<file path="src/rtl/ising_run_ctrl.sv">
// Ising run sequencer: reset hold, timed anneal, phase sampling to spins.
// Optional RUN_CTRL_IRQ_EN adds CTRL bit2 irq enable and an irq output.
module ising_run_ctrl #(
  parameter int          N           = 8,
  parameter int          CNT_W       = 32,
  parameter int          SYNC_STAGES = 2,
  parameter logic [31:0] BASE_ADDR   = 32'h0000_0100,
  parameter int          RUN_RST     = 1000,
  parameter int          SAMPLE_RST  = 256
) (
  input  logic          clk,
  input  logic          axi_rst,
  input  logic          wready,
  input  logic [31:0]   wr_addr,
  input  logic [31:0]   wdata,
  input  logic [31:0]   rd_addr,
  output logic [31:0]   rdata,
  input  logic [N-1:0]  osc_in,
  output logic          ising_rstn,
  output logic          busy,
  output logic          done
`ifdef RUN_CTRL_IRQ_EN
  ,
  output logic          irq
`endif
);

  localparam int NW = (N + 31) / 32;

  typedef enum logic [1:0] {
    S_IDLE,
    S_RUN,
    S_SAMPLE,
    S_DONE
  } state_t;

  state_t                 r_state;
  logic [CNT_W-1:0]       r_run_cycles;
  logic [CNT_W-1:0]       r_smp_cycles;
  logic [CNT_W-1:0]       r_run_lim;
  logic [CNT_W-1:0]       r_smp_lim;
  logic [CNT_W-1:0]       r_cnt;
  logic [CNT_W-1:0]       r_mis [N];
  logic [N-1:0]           r_spins;
  logic [N-1:0]           r_sync [SYNC_STAGES];
  logic [N-1:0]           w_sync;
  logic                   w_wr_sel;
  logic [5:0]             w_wr_word;
  logic                   w_ctrl_wr;
  logic                   w_start;
  logic                   w_abort;
  logic                   w_done_clr;
  logic [5:0]             w_rd_word;
  logic [31:0]            w_rd_data;
  logic [NW*32-1:0]       w_spins_pad;
  logic                   w_irq_en;

  assign w_sync     = r_sync[SYNC_STAGES-1];
  assign w_wr_sel   = wready && (wr_addr[31:8] == BASE_ADDR[31:8]);
  assign w_wr_word  = wr_addr[7:2];
  assign w_ctrl_wr  = w_wr_sel && (w_wr_word == 6'd0);
  assign w_abort    = w_ctrl_wr && wdata[1];
  assign w_start    = w_ctrl_wr && wdata[0] && !wdata[1];
  assign w_done_clr = w_wr_sel && (w_wr_word == 6'd3) && wdata[1];
  assign w_rd_word  = rd_addr[7:2];
  assign w_spins_pad = (NW*32)'(r_spins);

  // Multi-flop synchroniser for the free-running oscillator outputs
  always_ff @(posedge clk or posedge axi_rst) begin
    if (axi_rst) begin
      for (int s = 0; s < SYNC_STAGES; s++) r_sync[s] <= '0;
    end else begin
      r_sync[0] <= osc_in;
      for (int s = 1; s < SYNC_STAGES; s++) r_sync[s] <= r_sync[s-1];
    end
  end

  // Software-visible configuration registers
`ifdef RUN_CTRL_IRQ_EN
  logic r_irq_en;
  assign w_irq_en = r_irq_en;
  assign irq      = done & r_irq_en;
`else
  assign w_irq_en = 1'b0;
`endif

  always_ff @(posedge clk or posedge axi_rst) begin
    if (axi_rst) begin
      r_run_cycles <= CNT_W'(RUN_RST);
      r_smp_cycles <= CNT_W'(SAMPLE_RST);
`ifdef RUN_CTRL_IRQ_EN
      r_irq_en     <= 1'b0;
`endif
    end else begin
      if (w_wr_sel && (w_wr_word == 6'd1)) r_run_cycles <= CNT_W'(wdata);
      if (w_wr_sel && (w_wr_word == 6'd2)) r_smp_cycles <= CNT_W'(wdata);
`ifdef RUN_CTRL_IRQ_EN
      if (w_ctrl_wr) r_irq_en <= wdata[2];
`endif
    end
  end

  // Run sequencer: state, registered outputs, counters and spin results
  always_ff @(posedge clk or posedge axi_rst) begin
    if (axi_rst) begin
      r_state    <= S_IDLE;
      ising_rstn <= 1'b0;
      busy       <= 1'b0;
      done       <= 1'b0;
      r_run_lim  <= '0;
      r_smp_lim  <= '0;
      r_cnt      <= '0;
      r_spins    <= '0;
      for (int i = 0; i < N; i++) r_mis[i] <= '0;
    end else begin
      if (w_done_clr) done <= 1'b0;
      unique case (r_state)
        S_IDLE: begin
          if (w_start) begin
            r_state    <= S_RUN;
            ising_rstn <= 1'b1;
            busy       <= 1'b1;
            done       <= 1'b0;
            r_run_lim  <= r_run_cycles;
            r_smp_lim  <= r_smp_cycles;
            r_cnt      <= '0;
            for (int i = 0; i < N; i++) r_mis[i] <= '0;
          end
        end
        S_RUN: begin
          if (w_abort) begin
            r_state    <= S_IDLE;
            ising_rstn <= 1'b0;
            busy       <= 1'b0;
          end else if (r_run_lim == '0 ||
                       r_cnt == r_run_lim - CNT_W'(1)) begin
            r_state <= S_SAMPLE;
            r_cnt   <= '0;
          end else begin
            r_cnt <= r_cnt + CNT_W'(1);
          end
        end
        S_SAMPLE: begin
          if (w_abort) begin
            r_state    <= S_IDLE;
            ising_rstn <= 1'b0;
            busy       <= 1'b0;
          end else if (r_smp_lim == '0) begin
            r_state <= S_DONE;
            busy    <= 1'b0;
          end else begin
            for (int i = 0; i < N; i++)
              r_mis[i] <= r_mis[i] + CNT_W'(w_sync[i] ^ w_sync[0]);
            if (r_cnt == r_smp_lim - CNT_W'(1)) begin
              r_state <= S_DONE;
              busy    <= 1'b0;
            end else begin
              r_cnt <= r_cnt + CNT_W'(1);
            end
          end
        end
        S_DONE: begin
          for (int i = 0; i < N; i++)
            r_spins[i] <= (i != 0) && (r_mis[i] > (r_smp_lim >> 1));
          done       <= 1'b1;
          ising_rstn <= 1'b0;
          r_state    <= S_IDLE;
        end
        default: r_state <= S_IDLE;
      endcase
    end
  end

  // Read decode for the register window
  always_comb begin
    w_rd_data = '0;
    if (rd_addr[31:8] == BASE_ADDR[31:8]) begin
      unique case (w_rd_word)
        6'd0: w_rd_data = {29'b0, w_irq_en, 2'b0};
        6'd1: w_rd_data = 32'(r_run_cycles);
        6'd2: w_rd_data = 32'(r_smp_cycles);
        6'd3: w_rd_data = {30'b0, done, busy};
        default: begin
          for (int k = 0; k < NW; k++)
            if (w_rd_word == 6'(4 + k))
              w_rd_data = w_spins_pad[k*32 +: 32];
        end
      endcase
    end
  end

  // Registered read port, one cycle behind rd_addr
  always_ff @(posedge clk or posedge axi_rst) begin
    if (axi_rst) rdata <= '0;
    else         rdata <= w_rd_data;
  end

endmodule

</file>
<file path="config.mk">
export PLATFORM = sky130hd
export DESIGN_NAME = ising_run_ctrl
export DESIGN_NICKNAME = d
export VERILOG_FILES = /design/src/rtl/ising_run_ctrl.sv
export SDC_FILE = /design/constraint.sdc
export NUM_CORES = 2
export LEC_CHECK = 0
export CAP_MARGIN = 20
export CORE_MARGIN = 2
export CORE_UTILIZATION = 45
export DETAILED_ROUTE_END_ITERATION = 12
export MAX_ROUTING_LAYER = met4
export PLACE_DENSITY = 0.68
export SYNTH_ARGS = -nofsm -noshare
export SYNTH_HDL_FRONTEND = slang
export SYNTH_SLANG_ARGS = --single-unit
export TNS_END_PERCENT = 50
</file>
<file path="constraint.sdc">
create_clock -name clk -period 17.2 [get_ports clk]
set_input_delay 4.3 -clock clk [delete_from_list [all_inputs] [get_ports clk]]
set_output_delay 4.3 -clock clk [all_outputs]
set_load 0.03 [all_outputs]
</file>
# == Word-level counts from Yosys, hierarchy flattened ==
# Cells that the tools add are included.
# word_totals
mem_count,0
input_bits,107
rom_bits,0
ram_bits,0
regBits,476
output_inout_bits,35
latchBits,0
# op_classes
div_mod_pow,0
order_cmp,7
muxes,31
n_reduce_logical,25
mul,0
bitwise,8
shift,0
eq_ne,23
add_sub_neg,11
# ops
operator,count
$mux 256,3
$pmux 256 s2,1
$add 32x1->32,8
$gt 32x31->1,7
$mux 32,7
$pmux 32 s4,1
$pmux 32 s3,1
$eq 32x32->1,2
$logic_not 32->1,2
$sub 32x1->32 const B,2
$eq 24x1->1 const B,2
$add 32x1->32 const B,1
$eq 6x2->1 const B,4
$eq 6x1->1 const B,2
$logic_not 6->1,2
$mux 2,6
$ne 2x2->1 const B,6
$logic_and 1x1->1,9
$mux 8,1
$pmux 2 s4,1
$reduce_and 4->1,2
$xor 1x1->1,8
$mux 1,7
$eq 6x3->1 const B,1
16 further kinds,19

# == Longest topological paths before layout ==
# depth
depth_word,7
mapped_depth,15

# == Worst setup path after synthesis ==
# OpenSTA, ideal clock, no wires.
# synth_timing
path_type,input port to flip-flop
start,in wr_addr[28]
end,reg r_mis[25] (netlist name)
path_stages,11
arrival_time_ns,6.850
required_ns,17.122
setup_ns,0.078
setup_slack_ns,10.272
cell_sequence,nor4b_1 -> and4_1 -> and2_1 -> a21boi_1 -> a21o_1 -> or3_1 -> clkbuf_1 -> or3_1 -> clkbuf_1 -> or3_1 -> a21oi_1
# synth_via
elab_chain_cells,7
# synth_lines
element,line,rtl
start: declaration,14,"input logic [31:0] wr_addr,"
$eq 24x1->1 *,59,assign w_wr_sel = wready && (wr_addr[31:8] == BASE_ADDR[31:8]);
$logic_and 1x1->1 *,59,
$logic_and 1x1->1 *,61,assign w_ctrl_wr = w_wr_sel && (w_wr_word == 6'd0);
$logic_and 1x1->1 (2 in series),63,assign w_start = w_ctrl_wr && wdata[0] && !wdata[1];
$ne 2x2->1 (no line),n/a,
$reduce_and 4->1 (no line) *,n/a,
end signal: indexed assignment,153,r_mis[i] <= r_mis[i] + CNT_W'(w_sync[i] ^ w_sync[0]);
end: declaration,43,logic [CNT_W-1:0] r_mis [N];
# Mark *: on every way between the ends. The rest lies on a longest branch, timed or not.
# A chain may end at the register's enable or synchronous reset.

# == Worst setup path after layout ==
# layout_timing
start,in wr_addr[16]
end,reg r_mis[60] (netlist name)
# The elaborated chain is that of the path after synthesis.

==> run summary <==
Ys Warns - 0
port buffer count - 137
sequential share of the synthesized area - 41.16%
CP endpoint kind - flip-flop
area share of the largest cell type after synthesis - 40.48%
crit path DAT - 8.18 ns
Pwr Total - 2.610 mW
worst hold path type - reg -> reg
max frequency - 129.5 MHz
CP required - 17.66 ns
switching share of power - 26.06%
P_sw - 0.6800 mW
ys flop type - dfrtp_1
Crit Path Category - in -> reg
Synth Cell Area - 27,020 um2
Slew Viols, Final - 0
commonest non-fill, non-tap cells in the layout - dfrtp_1, nor2_1, ha_1, nand2_1, xor2_1
Antenna Nets Post-Route - 0
row count - 89
Syn Area/Cell - 9.560 um2
# setup viols final - 0
Slew headroom - 31.21%
min Tclk post-route - 7.720 ns
leading cell type in the layout, fill and taps excluded - dfrtp_1
Tcrit/Tclk final - 44.88%
cts hold-fix bufs - 0
Detail Placement HPWL - 54,820 um
TritonCTS clock tree - yes
crit-path max cell delay - 0.90 ns
vias in the first global route - 22.19k
Tot GR Track Use - 26.16%
fin util - 52.20%
initial core utilization - 45.60%
detailed-route wire length per cell - 21.23 um
Num Clock Sinks - 444
internal power - 1.930 mW
overall die width - 249.0 um
Lkg Pwr - 14.44 nW
Die Y - 249.0 um
CP Launch Point - wr_addr[16]
Clock Latency Late Sink - 0.62 ns
Max Cap Violations - 0
DRC viols - 0
TritonRoute pass-1 iters - 5
area leader, netlist - dfrtp_1
setup bufs post-CTS - 0
CP cell instances - clkdlybuf4s50_1, nor4_1, and4_1, and2_1, and3_4, inv_1, nor2_4, buf_12, buf_4, nor2_1
VDD IR max - 0.1128 mV
library cells used by synthesis - 80
H-tree depth - 2
PD cells - 84.40 nW/um2
core box area - 59,240 um2
Crit-path slowest cell - and3_4
multi-input logic area - 15,120 um2
Clk network pwr share - 44.3%
r2r setup slk - 11.93 ns
Layout Nets - 3,272
Setup TNS - 0 ns
reg-to-reg startpoint - r_smp_lim[7]
Seq. cell area - 11,120 um2
Area contributors post-synth - dfrtp_1, ha_1, xor2_1
maximum number of pins on one net before global-route repair - 166
Hold Violations, Final - 0
clock buffer count from CTS - 49
RSZ-0062 raised after global routing - false
total grt overflow - 0
Flop pwr share - 45.2%
Max Root-Sink Buffers - 3
Worst Tran Pin Value - 1.032 ns
number of synthesized register bits - 444
part of the power in combinational logic - 10.4%
first-pass GRT wire length - 124,200 um
Clock transition at path regs - 0.06 ns
Synth async-reset ratio - 100.0%
via count - 22.27k
Routed Wire Length - 79,470 um
RR Endpoint - r_cnt[19]
DR iter-0 viols - 1,943
status - finished clean
gpl congestion - 0.9580
R2R depth - 11
initial antenna violation count - 2
Crit Path Max Fanout - 100
syn_nets - 3,172
Setup crit end - r_mis[60]
Syn Inst Count - 2,826
Clock Skew - 0.03382 ns
CTS resizes - 0
Fillers - 5,342
fraction of layout cells with a size suffix above 1 - 8.763%
Die Area - 62,010 um2
EDFF count, synth - 0
Area Overhead vs Synth - 14.46%
io pins - 142
Startpoint Class - input port
vias per cell - 5.947
Root Buffer - clkbuf_16
logic make-up (layout without fill, tap and decap cells):
family	count (synthesis)	count (layout)	synth area share, %
compound gates	493	493	11.61
xor+xnor	256	256	8.299
fa+ha+maj	239	239	11.07
buf+inv	198	339	3.001
flops	444	444	41.16
mux	103	103	4.279
other cells	0	4	0
simple gates	1093	1093	20.58
worst min path at each step:
stage | start | to | slack (ns) | depth (start not counted)
floorplan | r_sync[8] | w_sync[0] | 0.33 | 0
global placement | r_sync[11] | w_sync[3] | 0.34 | 0
detailed placement | r_sync[14] | w_sync[6] | 0.33 | 0
CTS | r_sync[14] | w_sync[6] | 0.34 | 0
global route | r_sync[9] | w_sync[1] | 0.36 | 0
finish | r_sync[14] | w_sync[6] | 0.34 | 0
area by class of cell:
class                      instances  share of cell area (%)
timing repair buffer             166                   5.220
clock inverter                    27                   1.246
tap                              773                   3.128
sequential                       444                   35.96
clock buffer                      65                   4.520
antenna                            4                 0.03237
multi-input combinational       2184                   48.89
inverter                          81                   1.007
synthesized netlist by cell type, drive strengths merged, types with 5 or more instances:
| library cell | n |
|---|---|
| a2111oi | 5 |
| a211oi | 10 |
| a21o | 33 |
| a21oi | 108 |
| a222oi | 6 |
| a22o | 10 |
| a22oi | 29 |
| a31oi | 8 |
| and2 | 8 |
| and3 | 58 |
| and4 | 21 |
| buf | 25 |
| clkbuf | 92 |
| dfrtp | 437 |
| dfstp | 7 |
| ha | 239 |
| inv | 80 |
| mux2 | 100 |
| nand2 | 212 |
| nand2b | 32 |
| nand3 | 97 |
| nand4 | 105 |
| nand4b | 9 |
| nor2 | 297 |
| nor2b | 52 |
| nor3 | 44 |
| nor3b | 6 |
| nor4 | 47 |
| nor4b | 5 |
| o2111ai | 5 |
| o211ai | 14 |
| o21a | 36 |
| o21ai | 168 |
| o221ai | 6 |
| o31ai | 19 |
| o41ai | 8 |
| or2 | 12 |
| or3 | 58 |
| or4 | 26 |
| xnor2 | 88 |
| xor2 | 168 |
power by group through the flow:
stage	sequential, mW	clock (mW)	combinational (mW)
floorplan	1.18	0	0.195
global route	1.19	1.22	0.314
CTS	1.18	1.18	0.274
global placement	1.19	0	0.257
detailed placement	1.20	0	0.272
finish	1.18	1.16	0.272
worst max-delay path: cells and delay by family:
family        cells  cell delay, ns
simple gates      6            2.13
buf+inv           4            1.64
registers in the layout (all words and copies together) (netlist names):
name,cells
r_run_lim,32
r_run_cycles,32
r_smp_cycles,32
r_state,2
r_cnt,32
r_spins,7
r_mis,224
busy,1
done,1
r_smp_lim,32
w_sync,8
ising_rstn,1
r_sync,8
rdata,32
routing by layer:
metal	vias to the layer above	wire, um	global-route usage, %
met5	-	0	-
met3	209	5258	5.256
met1	10984	34280	33.24
met2	711	36740	41.09
met4	0	3192	10.38
li1	10363	-	-
metrics by stage:
stage,instance area [um2],std cells,setup WS (ns),hold slack (ns)
6_report,30920,3744,9.480,0.3439
2_1_floorplan,27020,2826,0.5397,0.3312
5_1_grt,30920,3742,9.232,0.3566
3_3_place_gp,29110,3647,8.468,0.3367
4_1_cts,30890,3739,8.990,0.3432
3_5_place_dp,29110,3647,8.351,0.3347
Note: power is estimated with default switching activity, not from simulation.
